<file path="config.mk">
export PLATFORM = sky130hd
export DESIGN_NAME = mem_wb_stage
export DESIGN_NICKNAME = d
export VERILOG_FILES = /design/src/rtl/mem_wb_stage.sv
export SDC_FILE = /design/constraint.sdc
export NUM_CORES = 1
export LEC_CHECK = 0
export BUFFER_PORTS_ARGS = -buffer_cell sky130_fd_sc_hd__buf_2
export CAP_MARGIN = 5
export CORE_MARGIN = 8
export CORE_UTILIZATION = 53
export DETAILED_ROUTE_END_ITERATION = 8
export PLACE_DENSITY_LB_ADDON = 0.15
export SKIP_LAST_GASP = 1
export SYNTH_ARGS = -nofsm -noshare
export SYNTH_HDL_FRONTEND = slang
export SYNTH_SLANG_ARGS = --single-unit
</file>
<file path="constraint.sdc">
create_clock -name clk -period 4.5 [get_ports clk]
set_input_delay 0.45 -clock clk [delete_from_list [all_inputs] [get_ports clk]]
set_output_delay 0.45 -clock clk [all_outputs]
set_load 0.02 [all_outputs]
</file>
<file path="src/rtl/mem_wb_stage.sv">
// MEM/WB pipeline register and writeback stage.
// Captures the MEM-stage entry, extends sub-word loads, selects the
// writeback value, drives the register-file write port and counts retired
// instructions. Every output comes directly from a flop.
//
// Handshake note: there is no valid/ready pair here. The upstream stage
// presents an entry with in_valid. That entry is taken on every edge where
// stall=0 and flush=0. flush overrides stall and turns the WB slot into a
// bubble. stall holds the slot and everything in it.
module mem_wb_stage #(
    parameter int WORD_SIZE = 32,
    parameter int REG_SIZE  = 5,
    parameter int CNT_W     = 32
) (
    input  logic                 clk,
    input  logic                 rst_n,
    input  logic                 stall,
    input  logic                 flush,
    input  logic                 in_valid,
    input  logic [WORD_SIZE-1:0] ReadData,
    input  logic [WORD_SIZE-1:0] AluResult,
    input  logic [REG_SIZE-1:0]  destination_reg,
    input  logic [1:0]           wb_control_signals,
    input  logic [2:0]           load_funct3,
    output logic                 wb_valid,
    output logic                 reg_write_en,
    output logic [REG_SIZE-1:0]  write_reg,
    output logic [WORD_SIZE-1:0] write_data,
    output logic                 load_misaligned,
    output logic [CNT_W-1:0]     retire_count
);

    localparam logic [2:0] F3_LB  = 3'b000;
    localparam logic [2:0] F3_LH  = 3'b001;
    localparam logic [2:0] F3_LBU = 3'b100;
    localparam logic [2:0] F3_LHU = 3'b101;

    logic                 w_reg_write;
    logic                 w_mem_to_reg;
    logic [1:0]           w_off;
    logic [7:0]           w_byte;
    logic [15:0]          w_half;
    logic                 w_is_half;
    logic                 w_is_word;
    logic [WORD_SIZE-1:0] w_load_ext;
    logic [WORD_SIZE-1:0] w_wb_data;
    logic                 w_misaligned;
    logic                 w_write_en;
    logic                 w_retire;

    logic                 r_wb_valid;
    logic                 r_reg_write_en;
    logic [REG_SIZE-1:0]  r_write_reg;
    logic [WORD_SIZE-1:0] r_write_data;
    logic                 r_load_misaligned;
    logic [CNT_W-1:0]     r_retire_count;

    assign w_reg_write  = wb_control_signals[1];
    assign w_mem_to_reg = wb_control_signals[0];
    assign w_off        = AluResult[1:0];
    assign w_byte       = ReadData[8*w_off +: 8];
    assign w_half       = ReadData[16*w_off[1] +: 16];
    assign w_is_half    = (load_funct3 == F3_LH) || (load_funct3 == F3_LHU);
    // Anything that is not a byte or half load behaves as a full-word load.
    assign w_is_word    = !w_is_half && (load_funct3 != F3_LB) && (load_funct3 != F3_LBU);

    // Sub-word load extension, selected by the load size/sign code.
    always_comb begin
        w_load_ext = ReadData;
        case (load_funct3)
            F3_LB:   w_load_ext = {{(WORD_SIZE-8){w_byte[7]}}, w_byte};
            F3_LH:   w_load_ext = {{(WORD_SIZE-16){w_half[15]}}, w_half};
            F3_LBU:  w_load_ext = {{(WORD_SIZE-8){1'b0}}, w_byte};
            F3_LHU:  w_load_ext = {{(WORD_SIZE-16){1'b0}}, w_half};
            default: w_load_ext = ReadData;
        endcase
    end

    // Misalignment only applies to loads; ALU results ignore the offset.
    assign w_misaligned = in_valid && w_mem_to_reg &&
                          ((w_is_half && w_off[0]) || (w_is_word && (w_off != 2'b00)));
    assign w_wb_data    = w_mem_to_reg ? w_load_ext : AluResult;
    // Write enable is resolved before the flop so the output is registered.
    assign w_write_en   = in_valid && w_reg_write && (destination_reg != '0) && !w_misaligned;
    assign w_retire     = r_wb_valid && !stall && !flush;

    // WB entry register: flush makes a bubble, stall holds, else capture.
    always_ff @(posedge clk or negedge rst_n) begin
        if (!rst_n) begin
            r_wb_valid        <= 1'b0;
            r_reg_write_en    <= 1'b0;
            r_write_reg       <= '0;
            r_write_data      <= '0;
            r_load_misaligned <= 1'b0;
        end else if (flush) begin
            r_wb_valid        <= 1'b0;
            r_reg_write_en    <= 1'b0;
            r_load_misaligned <= 1'b0;
        end else if (!stall) begin
            r_wb_valid        <= in_valid;
            r_reg_write_en    <= w_write_en;
            r_write_reg       <= destination_reg;
            r_write_data      <= w_wb_data;
            r_load_misaligned <= w_misaligned;
        end
    end

    // Retired-instruction counter; wraps silently at its width.
    always_ff @(posedge clk or negedge rst_n) begin
        if (!rst_n) begin
            r_retire_count <= '0;
        end else if (w_retire) begin
            r_retire_count <= r_retire_count + 1'b1;
        end
    end

    assign wb_valid        = r_wb_valid;
    assign reg_write_en    = r_reg_write_en;
    assign write_reg       = r_write_reg;
    assign write_data      = r_write_data;
    assign load_misaligned = r_load_misaligned;
    assign retire_count    = r_retire_count;

endmodule

</file>
[After elaboration in Yosys (flattened, before gate mapping)]
Index checks and enable logic that the tools add are counted.
Storage, ports and cells
  flip-flop bits (word level): 72
  bits of input ports: 79
  word-level logic and storage cells: 46
  output and inout bits: 72
Cells by class
  shifts and indexed selects: 2
  bitwise logic cells: 2
  eq/ne operators: 5
  reductions and logical operators: 22
  muxes and demuxes: 8
  $add $sub $neg: 1
Operator list (count)
  case mux 32 bit (4 select lines): 1
  adder 32 x 1 -> 32 bit (second input constant): 1
  2-to-1 mux 32 bit: 1
  indexed part select 32 x 6 -> 16 bit: 1
  indexed part select 32 x 6 -> 8 bit: 1
  logical AND 1 bit: 11
  equality test 3 bit (second input constant): 2
  2-to-1 mux 1 bit: 6
  nonzero test 5 bit: 1
  logical NOT 1 bit: 4
  equality test 3 x 1 -> 1 bit (second input constant): 1
  logical NOT 3 bit: 1
  != test 3 bit (second input constant): 1
  nonzero test 3 bit: 1
  logical OR 1 bit: 2
  != test 2 x 1 -> 1 bit (second input constant): 1
  inverter 1 bit: 2
  AND reduction 2 bit: 1
  nonzero test 2 bit: 1

[Depth between registers and ports, before layout]
Gate-level depths: netlist of run 1.
  depth in word-level cells: 12
  mapped depth: 7
  gate-level depth less buffers: 5

[Worst setup path before layout of run 1]
OpenSTA, ideal clock, no wires.
  path type: input-to-reg
  start: input port stall
  end: register r_retire_count[27], in the netlist retire_count[27]
  cell stages on the path: 6
  buffers on the path: 2
  data required time: 4.370 ns
  library setup time: 0.130 ns
  slack: 2.729 ns
  arrival: 1.642 ns
  cell sequence: buf_6 > or3b_1 > buf_6 > nor4_4 > nand4_1 > xnor2_1
On the way
  word-level cells in the longest chain between the ends: 3
RTL lines
  from (decl): line 17  | input logic stall,
  logical NOT 1 bit
  logical AND 1 bit (2 in a row): line 85  | assign w_retire = r_wb_valid && !stall && !flush;
  to (signal assigned): line 113  | r_retire_count <= r_retire_count + 1'b1;
  to (decl): line 56  | logic [CNT_W-1:0] r_retire_count;
Every way passes these cells.
A chain may end at the register's enable or synchronous reset.

[Worst setup path after layout of run 1]
  start: input port stall
  end: register r_write_data[23], in the netlist write_data[23]
On the way
  word-level cells in the longest chain between the ends: 2
RTL lines
  inverter 1 bit (no source line)
  AND reduction 2 bit (no source line)
  to (signal assigned): line 103  | r_write_data <= w_wb_data;
  to (decl): line 54  | logic [WORD_SIZE-1:0] r_write_data;
Every way passes these cells.

==> results.md, run 1 <==
Clock network:
- The clock net sink count is 72.
- The post-cts sizing count is 0.
- The cts-stage hold buffer count is 0.
- For the worst-skew pair, the clock arrives at the later sink with an insertion delay of 0.34 ns.
- The clock root buffer master is clkbuf_8.
- TritonCTS built the clock tree.
- The number of H-tree levels is 3.
- Clock tree synthesis inserted a total of 9 buffers.
- The number of setup buffers added after CTS is 0.
- The longest clock path from root to sink contains 2 buffers.
- After clock tree synthesis, the clock-pin slew on the worst setup and hold paths is 0.08 ns.

Cells and area:
- Of the cells placed in the final design, the portion with a size suffix greater than 1 is 0.331.
- Compared with the post-synthesis result, the final layout area differs by 25.3%.
- The library cell used most frequently in the layout, excluding fill and tap cells, is buf_2.
- The number of nets at the end of the flow is 610.
- The number of antenna diodes in the final layout is 0.
- In the layout the commonest cells are buf_2 (149), dfrtp_1 (72), nand2_1 (37).
- The count of fill cells added during filler insertion is 643.

Floorplan:
- The width of the die is 101 um.
- The initial utilization of the core area, before any placement, comes to 0.536.
- The floorplan step defined a die boundary enclosing 10100 um2.
- The placeable core region is 7100 um2.
- The number of top-level design ports is 151.
- The die extent in y is 101 um.
- The count of standard-cell rows is 31.

Hold path:
- The worst min-delay path category is primary input to async pin.

Synth:
- The synthesized area is 3800 um2.
- The synthesized design contains 72 register bits.
- The top flip-flop cell by instance count after synthesis is dfrtp_1.
- Dividing the synthesized area by the synthesized cell count gives 9.70 um2.
- The number of flops mapped to enable cells by yosys is 0.
- The count of distinct cell types in the synthesized netlist is 42.
- The cell count after synthesis is 392.
- Counting flops with an async set or reset pin after synthesis yields a share of 1.00.
- The total number of yosys warnings is 0.
- The post-synth net total is 472.
- The sequential share of the synthesized area is 0.474.

Setup path:
- Data on the critical path is required at its endpoint by 4.74 ns.
- The data arrival time of the critical path is 2.39 ns.
- The signal on the critical path passes through buf_2 -> or2_2 -> nor2_4 -> o2111ai_1 -> o211ai_1.
- The largest individual stage delay along the critical path comes from the cell or2_2.
- The largest fanout of any net on the critical path is 44.
- In this run the register-to-register setup slack is 2.63 ns.
- The critical path startpoint category is a primary input.
- The most critical setup path has its startpoint at stall.
- The cell family with the largest share of critical-path delay is simple AND/OR/NAND/NOR gates.
- The kind of capture point of the worst setup path is a flip-flop.
- The stage delay of the slowest cell on the critical path is 0.60 ns.
- The critical path in this run is classified as primary input to flip-flop.
- The startpoint identified for the worst register-to-register timing path is wb_valid.
- The number of buffers and inverters on the critical path is 1.

Timing:
- Dividing the final minimum period by the clock period gives 0.479.
- Setup violations remaining at the end of the flow were counted as 0.
- Setup repair after global routing left no endpoint under its margin.
- The worst-case headroom to the max-slew limit is 0.260.
- For the pin with the worst max-slew slack, the measured transition is 1.11 ns.
- For the final routed database, the setup TNS stands at 0 ns.
- The maximum clock skew at final layout is 0.00779 ns.
- The worst path in the final design needs a cycle of 2.16 ns, including I/O delays and setup.
- The final max-slew violation count came to 0.
- Timing would allow up to 464 MHz.
- Hold timing on the final database bottoms out at a slack of 0.230 ns.
- The final count of hold timing violations is 0.

Global route:
- The number of global-route vias before repair is 3718.
- For this run the aggregate overflow at the end of global routing stands at 0.
- The number of antenna violations at the first check in global routing was 0.
- The total global-route track usage is 0.220.
- The maximum number of pins on one net before global-route repair is 73.
- The first global-routing pass estimated 17.9 mm of wire.

Power and ir drop:
- In this run the static leakage power is 2.34 nW.
- The total chip power is 1.61 mW.
- VDD sags by at most 176 uV.
- The total power per unit cell area is 338 nW/um2.

Detailed routing:
- The mean routed wirelength per cell is 17.7 um.
- The number of DRC markers after the initial detailed-route iteration is 185.
- The post-route DRC violation count is 0.
- The first detailed-routing pass ran for 5 iterations.
- The total via count after detailed routing is 3609.
- The post-route antenna net violation count is 0.
- In the routed layout, each cell is associated on average with a via count of 5.70.
- Summed over all layers, the routed wires come to 11.2 mm.

Place:
- The final weighted congestion in routability-driven placement is 0.836.
- During placement, the flow inserted port buffers numbering 150.
- After legalization and detailed placement, the total HPWL measured 8.29 mm.

Job:
- The count of maximum capacitance violations is 0.

Outcome:
- The run finished with clean final reports.
-- kinds of logic after synthesis --
| kind of cell | after synthesis | synth area share |
|---|---|---|
| AOI/OAI and AO/OA | 82 | 0.141 |
| xor gates and xnor gates | 31 | 0.0714 |
| adders and majority gates | 1 | 0.00329 |
| buffers and inverters | 29 | 0.0339 |
| DFF | 72 | 0.474 |
| muxes | 19 | 0.0536 |
| and+or+nand+nor | 158 | 0.223 |
-- stage by stage --
step,cell area (um2),util,instances,setup WS (ns)
floorplan,3800,-,392,2.73
global placement,4580,0.645,618,1.98
detailed placement,4580,0.645,618,2.02
CTS,4760,0.671,633,2.37
global route,4760,0.671,633,2.16
finish,4760,0.671,633,2.34
-- synthesized netlist by cell type, types with 2 or more instances --
cell type,count,share of area
o211ai_1,4,0.0079
nor4_4,2,0.011
nor2b_1,15,0.025
and4_1,2,0.0046
a221oi_1,14,0.032
and3_1,6,0.0099
o221ai_1,15,0.035
o21ai_1,7,0.0092
clkbuf_1,18,0.018
nand3_1,26,0.034
mux2i_1,17,0.045
nand2b_1,2,0.0033
buf_2,4,0.0053
nor2_1,31,0.031
buf_6,2,0.0059
xnor2_1,26,0.060
and2_1,2,0.0033
inv_1,3,0.0030
o21ai_0,11,0.014
xor2_1,5,0.012
dfrtp_1,72,0.47
nand3b_1,8,0.016
a21oi_1,29,0.038
nand4_1,17,0.028
nand2_1,37,0.037
-- area by class of cell --
cell class                 instances  area [um2]  area share
sequential                        72        1800       0.378
timing repair buffer             151         761       0.160
inverter                           5        18.8     0.00394
clock buffer                       9         124      0.0260
multi-input combinational        291        1870       0.393
tap                               99         124      0.0260
clock inverter                     6        61.3      0.0129
-- per-layer routing --
metal,vias to the layer above,share of wire,global-route usage
met5,-,0,0
met4,0,0.024,0.0942
met3,23,0.075,0.0532
met2,143,0.50,0.362
met1,1735,0.40,0.269
li1,1708,-,-
-- report_power, final --
part / total [mW] / leakage, nW / switching [mW] / internal (mW)
Sequential: 0.757 / 0.914 / 0.0472 / 0.710
Clock: 0.492 / 0.0948 / 0.241 / 0.251
Combinational: 0.360 / 1.33 / 0.228 / 0.132
Total: 1.61 / 2.34 / 0.516 / 1.09
-- worst paths after layout --
check	to	depth (start not counted)
worst min-delay path	retire_count[11]	1
worst min register to register	retire_count[31]	1
worst max-delay path	write_data[23]	5
max in group asynchronous	write_data[10]	1
worst max register to register	retire_count[31]	4
min in group clk	write_reg[2]	3
No activity file was read; power rests on OpenSTA's default activity.
==> inputs of run 2 (changes only) <==
--- a/config.mk
+++ b/config.mk
@@ -5,10 +5,11 @@
 export SDC_FILE = /design/constraint.sdc
 export NUM_CORES = 1
 export LEC_CHECK = 0
+export ABC_AREA = 1
 export BUFFER_PORTS_ARGS = -buffer_cell sky130_fd_sc_hd__buf_2
 export CAP_MARGIN = 5
 export CORE_MARGIN = 8
-export CORE_UTILIZATION = 53
+export CORE_UTILIZATION = 47
 export DETAILED_ROUTE_END_ITERATION = 8
 export PLACE_DENSITY_LB_ADDON = 0.15
 export SKIP_LAST_GASP = 1
==> constraint.sdc (replaced) <==
create_clock -name clk -period 1.9 [get_ports clk]
set_input_delay 0.19 -clock clk [delete_from_list [all_inputs] [get_ports clk]]
set_output_delay 0.19 -clock clk [all_outputs]
set_load 0.02 [all_outputs]
==> results.md, run 2 <==
Timing:
- Setup repair after global routing left no endpoint under its margin.
- The final count of hold timing violations is 0.
- The final setup slack of the worst path is 0.379 ns.
- The worst-case headroom to the max-slew limit is 0.692.
- The total of endpoints with negative setup slack in the final report is 0.
- For the pin with the worst max-slew slack, the measured transition is 0.460 ns.
- The ratio of final minimum period to clock period is 0.800.
- The post-route minimum period is 1.52 ns.
- The highest attainable clock frequency is 658 MHz.
- The final hold slack is 0.0578 ns.
- For the final routed database, the setup TNS stands at 0 ns.
- The final max-slew violation count is 0.
- The maximum clock skew at final layout is 0.00873 ns.

Detailed routing:
- The detailed-router iteration count before antenna repair is 5.
- The detailed router finished its first iteration with 379 violations.
- The post-route antenna net violation count is 0.
- After detailed routing, the average wire length per cell comes to 14.4 um.
- The post-route DRC violation count is 0.
- After detailed routing, the number of vias per cell comes to 4.95.
- The total via count after detailed routing is 4965.
- The routed design has 14.4 mm of wire.

Cells and area:
- The core occupancy in the finished layout is 0.598.
- Compared with the post-synthesis result, the final layout area differs by 23.3%.
- In the final layout, the share of cells above drive strength 1 is 0.241.
- The repair_antennas step left the layout with diodes totalling 0.
- The count of fill cells added during filler insertion is 948.
- The number of nets at the end of the flow is 945.
- Leaving out fill and tap cells, the most frequent cell in the layout is nand2_1.
- The top cell types in the final layout, fill and taps aside, are nand2_1 (265), buf_2 (150), nor2_1 (99).

Power and ir drop:
- The share of total power dissipated in combinational logic is 0.234.
- The analysis attributes to cell leakage a power of 3.17 nW.
- Of the total power, registers draw 0.420.
- The total power per unit cell area is 730 nW/um2.
- Internal power comes to 2.90 mW.
- The fraction of power spent switching nets is 0.321.
- In this run the power spent charging and discharging nets is 1.37 mW.
- Overall power consumption after layout is estimated at 4.27 mW.
- The share of total power dissipated in the clock network is 0.346.
- IR analysis of the VDD net gives a maximum drop of 631 uV.

Synth:
- Sorting the synthesized cells by how often they occur yields nand2_1 (266), nor2_1 (99), dfrtp_1 (72), inv_1 (64), a21oi_1 (63).
- The cell count after synthesis is 722.
- Yosys mapped the design onto 32 distinct sky130hd cell types.
- The sequential share of the synthesized area is 0.380.
- The number of nets handed over by synthesis was 802.
- The largest area contributor in the netlist is dfrtp_1.
- Among all flip-flop cells after synthesis, the most frequent one is dfrtp_1.
- In this run the cell area of the synthesized design comes to 4740 um2.
- In the post-synthesis netlist, the biggest area contributors are dfrtp_1 (38%), nand2_1 (21%), nor2_1 (7.8%), a21oi_1 (6.6%), nand3_1 (6.1%).
- For this run, asynchronously set or reset flops after synthesis account for 1.00.
- The dominant cell by count in the synthesized netlist is nand2_1.
- Of the post-synthesis cell area, the dominant cell type holds 0.380.
- In this run, synthesis produced a sequential element count of 72.
- Yosys mapped a number of flops with a built-in enable equal to 0.
- The synthesized area divided by synthesized cell count is 6.57 um2.
- The Yosys step of the flow raised 0 warnings.

Clock network:
- The number of H-tree levels is 3.
- The clock net sink count is 72.
- CTS placed an instance of clkbuf_8 at the clock tree root.
- The number of buffers on the longest clock path is 2.
- The clock network latency to the later pin of the worst-skew pair is 0.34 ns.
- TritonCTS created 9 clock buffers.
- TritonCTS built the clock tree.
- The clock edge transition at the registers on the reported setup and hold paths is 0.08 ns.

Place:
- After legalization and detailed placement, the total HPWL measured 11.1 mm.
- The number of input and output port buffers inserted is 150.
- At the end of routability-driven placement, the weighted congestion stood at 0.909.
- Timing analysis after detailed placement gives a worst setup slack of 0.385 ns.

Hold path:
- The path class of the tightest hold or removal check is primary input to flip-flop.

Global route:
- The most used routing layer in global routing is met2.
- The number of antenna violations at the first check in global routing is 0.
- Across every metal layer, demand over resource in global routing totals 0.219.
- The met1 routing resource usage after global routing is 0.311.
- After global routing the overflow that remains totals 0.
- Entering global routing, the biggest net connects 73 pins.
- The wire length of the first global-routing pass is 23.6 mm.
- The number of global-route vias before repair is 4708.
- For this run, global-route usage on met2 was measured as 0.322.
- For met3 alone, demand over resource in global routing was 0.0538.

Floorplan:
- The number of top-level design ports is 151.
- In this run the vertical extent of the chip is 116 um.
- The floorplan has 36 rows.
- The placeable core region is 9770 um2.
- In this run the horizontal extent of the chip is 116 um.
- The die area is 13600 um2.
- For this configuration, the core starts out at a cell density of 0.485.

Setup path:
- The largest fanout of any net on the critical path is 6.
- The worst setup path is launched from a flip-flop.
- The worst setup path is of the flip-flop to flip-flop kind.
- The data arrival time of the critical path is 1.76 ns.
- The critical path data required time is 2.14 ns.
- The kind of capture point of the worst setup path is a flip-flop.

Outcome:
- The run finished with clean final reports.

Job:
- The tool flagged a number of max-cap violations equal to 0.
run 2: critical path, stage by stage (launching register included):
cell and delay [ns]:
dfrtp_1 0.45, nand2_1 0.16, nor2_2 0.27, nand2_1 0.12, nor2_1 0.13, nand2_1 0.08
nand2_1 0.07, nand2_1 0.05, nand2_1 0.05, nand2_1 0.05
run 2: area by class of cell:
class	instances	area (um2)	share of cell area
Clock buffer	9	124	0.0212
Clock inverter	7	118	0.0201
Inverter	67	254	0.0434
Tap cell	133	166	0.0284
Sequential cell	72	1800	0.308
Multi-Input combinational cell	554	2540	0.434
Timing Repair Buffer	161	848	0.145
run 2: final timing paths:
path | cells past startpoint | slack (ns) | end | start
max in group asynchronous | 3 | 1.18 | write_reg[4] | rst_n
min in group asynchronous | 3 | 0.36 | write_data[3] | rst_n
worst min register to register | 2 | 0.48 | write_reg[3] | write_reg[3]
worst min-delay path | 3 | 0.06 | write_reg[1] | destination_reg[1]
worst max-delay path | 9 | 0.38 | retire_count[31] | retire_count[13]
worst max register to register | 9 | 0.38 | retire_count[31] | retire_count[13]
run 2: per-stage QoR:
stage / instance area, um2 / cells
2_1_floorplan: 4740 / 722
3_3_place_gp: 5600 / 986
3_5_place_dp: 5600 / 986
4_1_cts: 5850 / 1003
5_1_grt: 5850 / 1003
6_report: 5850 / 1003
run 2: power groups by stage:
| stage | registers [mW] | logic [mW] | clock network [mW] |
|---|---|---|---|
| 6_report | 1.79 | 0.999 | 1.48 |
| 5_1_grt | 1.82 | 1.10 | 1.58 |
| 4_1_cts | 1.79 | 1.01 | 1.50 |
| 3_5_place_dp | 1.82 | 1.00 | 0 |
| 3_3_place_gp | 1.81 | 0.991 | 0 |
| 2_1_floorplan | 2.00 | 0.408 | 0 |
run 2: kinds of logic (layout without fill, tap and decap cells):
family	count (synthesis)	count (layout)	share of synthesized area
and+or+nand+nor	464	464	0.423
DFF	72	72	0.380
xor gates and xnor gates	16	16	0.0295
buffers and inverters	96	244	0.0857
adders and majority gates	1	1	0.00264
AOI/OAI and AO/OA	73	73	0.0789
run 2: what timing repair did:
action	in CTS	in global routing
resized for setup	0	0
hold buffers	1	0
buffers inserted	0	0
endpoints found under the hold margin	72	0
setup endpoints to repair	0	0
run 2: routing by layer:
metal	wire, um	part of all wire
met5	0	0
met4	206	0.014
met3	1430	0.099
met2	6030	0.42
met1	6780	0.47
